### src/rtl/regfile_write_scheduler.sv
// Write-port arbiter and hazard scoreboard for the 16 x 32-bit register file.
// Build option: REGFILE_WRSCHED_BYPASS_EN lets Stall ignore a source being written this cycle.
module regfile_write_scheduler (
  input  logic        CLK,
  input  logic        RESET,
  input  logic        alu_req,
  input  logic [3:0]  alu_addr,
  input  logic [31:0] alu_data,
  output logic        alu_gnt,
  input  logic        mem_req,
  input  logic [3:0]  mem_addr,
  input  logic [31:0] mem_data,
  output logic        mem_gnt,
  input  logic        issue_valid,
  input  logic        issue_dst_en,
  input  logic [3:0]  issue_addr,
  input  logic        Rd1_en,
  input  logic        Rd2_en,
  input  logic [3:0]  Raddr1,
  input  logic [3:0]  Raddr2,
  output logic        Stall,
  output logic        RegWr,
  output logic [3:0]  Waddr,
  output logic [31:0] Writedata,
  output logic [15:0] busy
);

  // rr names the side that wins the next contested cycle (0 = ALU, 1 = MEM).
  logic        rr;
  logic        contested;
  logic        src1_hazard;
  logic        src2_hazard;
  logic        dst_hazard;
  logic        issue_accept;
  logic [15:0] busy_next;

  assign contested = alu_req & mem_req;
  assign alu_gnt   = RESET & alu_req & (~mem_req | ~rr);
  assign mem_gnt   = RESET & mem_req & (~alu_req |  rr);

`ifdef REGFILE_WRSCHED_BYPASS_EN
  // The register file writes on the negedge, so a source on the port now is readable by the next edge.
  assign src1_hazard = Rd1_en & busy[Raddr1] & ~(RegWr & (Waddr == Raddr1));
  assign src2_hazard = Rd2_en & busy[Raddr2] & ~(RegWr & (Waddr == Raddr2));
`else
  assign src1_hazard = Rd1_en & busy[Raddr1];
  assign src2_hazard = Rd2_en & busy[Raddr2];
`endif
  assign dst_hazard   = issue_dst_en & busy[issue_addr];
  assign Stall        = RESET & issue_valid & (src1_hazard | src2_hazard | dst_hazard);
  assign issue_accept = issue_valid & issue_dst_en & ~Stall;

  // Clear first, then set, so an issue landing on the register being written keeps it busy.
  always_comb begin
    busy_next = busy;
    if (RegWr)
      busy_next[Waddr] = 1'b0;
    if (issue_accept)
      busy_next[issue_addr] = 1'b1;
  end

  always_ff @(posedge CLK) begin
    // NOTE: sequential state uses non-blocking assignments so every flop samples pre-edge values.
    if (!RESET) begin
      rr        <= 1'b0;
      RegWr     <= 1'b0;
      Waddr     <= '0;
      Writedata <= '0;
      busy      <= '0;
    end else begin
      busy  <= busy_next;
      RegWr <= alu_gnt | mem_gnt;
      if (contested)
        rr <= ~rr;
      if (mem_gnt) begin
        Waddr     <= mem_addr;
        Writedata <= mem_data;
      end else if (alu_gnt) begin
        Waddr     <= alu_addr;
        Writedata <= alu_data;
      end
    end
  end

endmodule

### config.mk
export PLATFORM = sky130hd
export DESIGN_NAME = regfile_write_scheduler
export DESIGN_NICKNAME = d
export VERILOG_FILES = /design/src/rtl/regfile_write_scheduler.sv
export SDC_FILE = /design/constraint.sdc
export NUM_CORES = 1
export LEC_CHECK = 0
export ABC_AREA = 0
export BUFFER_PORTS_ARGS = -buffer_cell sky130_fd_sc_hd__buf_4
export CELL_PAD_IN_SITES_DETAIL_PLACEMENT = 0
export CELL_PAD_IN_SITES_GLOBAL_PLACEMENT = 1
export CORE_MARGIN = 5
export CORE_UTILIZATION = 34
export CTS_BUF_LIST = sky130_fd_sc_hd__clkbuf_2 sky130_fd_sc_hd__clkbuf_4 sky130_fd_sc_hd__clkbuf_8
export CTS_CLUSTER_DIAMETER = 30
export DETAILED_ROUTE_END_ITERATION = 8
export GPL_TIMING_DRIVEN = 0
export PLACE_DENSITY = 0.81
export SLEW_MARGIN = 20
export SYNTH_ARGS = -nofsm -noshare
export SYNTH_HDL_FRONTEND = slang
export SYNTH_SLANG_ARGS = --single-unit
### constraint.sdc
create_clock -name CLK -period 3.33 [get_ports CLK]
set_clock_uncertainty 0.15 [all_clocks]
set_input_delay 0.666 -clock CLK [delete_from_list [all_inputs] [get_ports CLK]]
set_output_delay 0.666 -clock CLK [all_outputs]
set_load 0.005 [all_outputs]
After elaboration in Yosys (flattened, before gate mapping)
Cells that the tools add are included.
{"block": "op_classes", "n_reduce_logical": 3, "bitwise": 24, "n_lt_le_gt_ge": 6, "muxes": 16}
{"operator": "32-bit two-way mux", "n": 2}
{"operator": "16-bit two-way mux", "n": 2}
{"operator": "4-bit by 5-bit < comparator with 1-bit output, second input constant", "n": 4}
{"operator": "16-bit AND", "n": 1}
{"operator": "16-bit inverter", "n": 1}
{"operator": "16-bit bitwise OR", "n": 1}
{"operator": "1-bit AND", "n": 12}
{"operator": "1-bit binary-select mux with 4-bit select", "n": 3}
{"operator": "1-bit demux with 4-bit select", "n": 2}
{"operator": "4-bit by 1-bit greater-or-equal comparator with 1-bit output, second input constant", "n": 2}
{"operator": "4-bit two-way mux", "n": 2}
{"operator": "1-bit two-way mux", "n": 5}
{"operator": "1-bit bitwise OR", "n": 5}
{"operator": "1-bit inverter", "n": 4}
{"operator": "1-bit logical AND", "n": 2}
{"operator": "2-bit nonzero test", "n": 1}
{"block": "word_totals", "out_inout_bits": 56, "wordCells": 54, "in_bits": 92, "register_bits": 54}

Logic depth before layout (Yosys ltp)
{"block": "depth", "depth_word": 9, "mapped_depth": 7, "mapped_depth_nobuf": 5}

Worst setup path before layout
Ideal clock, no wire load.
{"block": "synth_timing", "kind": "input to output", "startpoint": "in issue_addr[0]", "endpoint": "out Stall", "required_ns": 2.514, "arrival_time_ns": 2.009, "path_slack_ns": 0.505, "cell_stages": 6, "path_buffers": 1, "cell_sequence": "buf_2 -> mux4_2 -> nand2b_1 -> nand4b_1 -> nand4_2 -> o211a_1"}
{"block": "synth_between", "elab_chain_len": 5}
{"element": "from (decl)", "line_no": "16", "source": "input logic [3:0] issue_addr,"}
{"element": "1-bit binary-select mux with 4-bit select", "line_no": "49", "source": "assign dst_hazard = issue_dst_en & busy[issue_addr];"}
{"element": "1-bit two-way mux (implied by the code)", "line_no": "49"}
{"element": "1-bit AND", "line_no": "49"}
{"element": "1-bit bitwise OR", "line_no": "50", "source": "assign Stall = RESET & issue_valid & (src1_hazard | src2_hazard | dst_hazard);"}
{"element": "1-bit AND", "line_no": "50"}
{"element": "to (decl)", "line_no": "21", "source": "output logic Stall,"}
Every way passes these cells. The select of a mux whose other input is x is not followed.

Worst setup path after layout
Same ends and word-level chain as after synthesis.

==> metrics.yaml <==
routing:
  routed_wirelength_um: 9850
  drt_iter0_drc: 85
  ant_nets: 0
  num_vias: 3046
  wl_met1_um: 3980
  top_layer_used: "met4"
  wl_met2_um: 4510
  drc: 0
  route.met3.wl_um: 1180
  viasPerCell: 5.38
  wl_per_cell_um: 17.4
  dr.pass1.iters: 5
global_routing:
  track_usage_pct: 19.0
  grt_antenna_before_repair: 0
  overflow: 0
  grt_pass1_wl_um: 15700
  grt_max_degree: 19
  grt_pass1_vias: 3123
pwr:
  leakagePower_nw: 2.02
  p_per_area_nw_per_um2: 363
  p_total_mw: 1.52
  peakVddDrop_mv: 0.203
logic_synthesis:
  synth_edf_count: 0
  yosysTopAreaCell: "dfxtp_1"
  syn-num-nets: 404
  synth_seq_area_share_pct: 37.4
  synth_compound_area_share_pct: 20.2
  netlist_area_um2: 2890
  syn_avg_cell_area_um2: 9.27
  ys_ff_latch: 54
  synth-warning-count: 0
  async_flop_share_pct: 0
  synthSimpleGateAreaFrac_pct: 16.1
  synth_top_area_share_pct: 37.4
  synth_top_family_by_area: "multiplexers"
  ys_top_cells_by_area: "dfxtp_1, mux2i_1, nand3_1"
  synth.distinct_cells: 39
  synth_fa_ha_area_share_pct: 0
  synthMuxAreaShare_pct: 21.2
  ys.flop_type: "dfxtp_1"
  synth_xor_area_share_pct: 0.303
  syn_inst: 312
worst_setup_path:
  crit_fanout: 10
  cp-start-kind: "primary input"
  r2r_slack_ns: 1.15
  end_kind: "output pin"
  r2r-end: "busy[12]"
  rr_worst_depth: 4
  startpoint: "issue_addr[0]"
  critPathKind: "in -> out"
  r2r_start: "busy[7]"
  worstPathArrival_ns: 2.35
  worstPathRequired_ns: 2.51
sta:
  clock.fmax_mhz: 316
  worstMarginPinSlew_ns: 0.671
  setup_viol: 0
  fin_tns_setup_ns: 0
  period_needed_ns: 3.17
  finalHoldViolCount: 0
  maxSlewViolCount: 0
  layout_worst_path_cycle_share_pct: 95.1
  rsz0062_at_grt: "no"
  slew_headroom_pct: 55.0
floorplanning:
  die_area_um2: 10500
  rows: 33
  die_h_um: 102
  dieWidth_um: 102
  io_pins: 148
  coreArea_um2: 8260
  start_util_pct: 35.0
clocking:
  htreeDepth: 2
  post_cts_buffers: 0
  postCtsResizedCells: 0
  cts_hold_buf: 0
  cts_max_path_buffers: 2
  clkSinkCount: 54
  cts_buffers: 5
  clock_latency_ns: 0.31
  clk_pin_slew_worst_paths_ns: 0.11
  cts_tree: "yes"
  cts.root.buffer_cell: "clkbuf_8"
cells_and_area:
  area.growth.synth_to_final_pct: 45.2
  n_antenna_cell: 0
  layout-drive-gt1-share_pct: 36.9
  nets: 552
run_status:
  status: "completed"
placed_design:
  gp_congestion: 0.872
  hpwl_um: 7930
  numPortBuffers: 141
hold_path:
  min_from: "Writedata[3]"
  hold_end: "Writedata[3]"
  hold_depth: 2
  hold_path.class: "reg -> reg"
run:
  maxCapViolations: 0
report_power, final:
group          switching [mW]  internal, mW
combinational           0.151         0.184
sequential             0.0325         0.690
clock                   0.236         0.229
cell usage after synthesis, types with 2 or more instances:
cell type and number:
o41ai_1 5, nor2b_1 4, mux4_2 4, o2111ai_1 2, buf_6 3, nand3_1 36
mux4_1 2, o211a_1 5, inv_1 6, nand3b_1 4, clkbuf_1 14, dfxtp_1 54
o311ai_0 4, nand4_1 2, mux2i_1 47, o21ai_0 35, a21oi_1 2, o21ai_1 5
nand4b_1 2, nor2_1 12, or2_2 2, a22oi_1 5, buf_2 5, nand2_1 19
or3_1 3, o211ai_1 14, nand2b_1 3, o31ai_2 2
per-layer routing:
layer  vias up  track usage, %
li1       1473               -
met1      1399            23.4
met2       157            31.0
met3        17            7.17
met4         0            5.35
met5         -               0
registers in the layout, indices dropped and copies added, names as in the netlist:
register   flops
Writedata     32
rr             1
Waddr          4
RegWr          1
busy          16
placed cells by master, fill, tap and decap left out, drive strengths merged, types with 4 or more instances in the layout:
master,synthesis,layout
mux4,6,6
o311ai,4,4
o211ai,14,14
mux2i,47,47
buf,9,150
a22oi,5,5
nand3,36,36
nand2,20,20
nor2b,4,4
clkbuf,14,19
inv,6,7
o211a,5,5
o21ai,40,40
nand3b,4,4
o2111ai,4,4
o41ai,5,5
nor2,12,12
dfxtp,54,54
area by class of cell:
class	instances	area [um^2]
inverter	7	26.3
buffer	23	115
timing repair buffer	141	1060
clock buffer	5	68.8
fill	824	4060
tap	105	131
sequential	54	1080
clock inverter	3	48.8
multi-input combinational	228	1670
cells by family after synthesis:
group | after synthesis
AOI/OAI and AO/OA | 83
muxes | 53
xor gates and xnor gates | 1
buffers and inverters | 30
DFF | 54
and+or+nand+nor | 91
worst max path at each step:
stage	endpoint	slack, ns
after global routing	Stall	0.10
after detailed placement	Stall	0.19
after floorplan	Stall	0.51
final	Stall	0.16
after global placement	Stall	0.19
after CTS	Stall	0.18
stage by stage:
step                instances  setup WS, ns  hold slack (ns)  area [um^2]  utilization, %
floorplan                 312         0.505            0.318         2890               -
global placement          558         0.186            0.306         4080            49.4
detailed placement        558         0.193            0.314         4080            49.4
CTS                       566         0.183            0.333         4200            50.9
global route              566         0.102            0.357         4200            50.9
finish                    566         0.164            0.330         4200            50.9
critical path: stages:
cell      delay (ns)
buf_2           0.18
mux4_2          0.50
nand2b_1        0.15
nand4b_1        0.16
nand4_2         0.24
o211a_1         0.31
buf_4           0.14
Power figures use the tool's default switching activity.
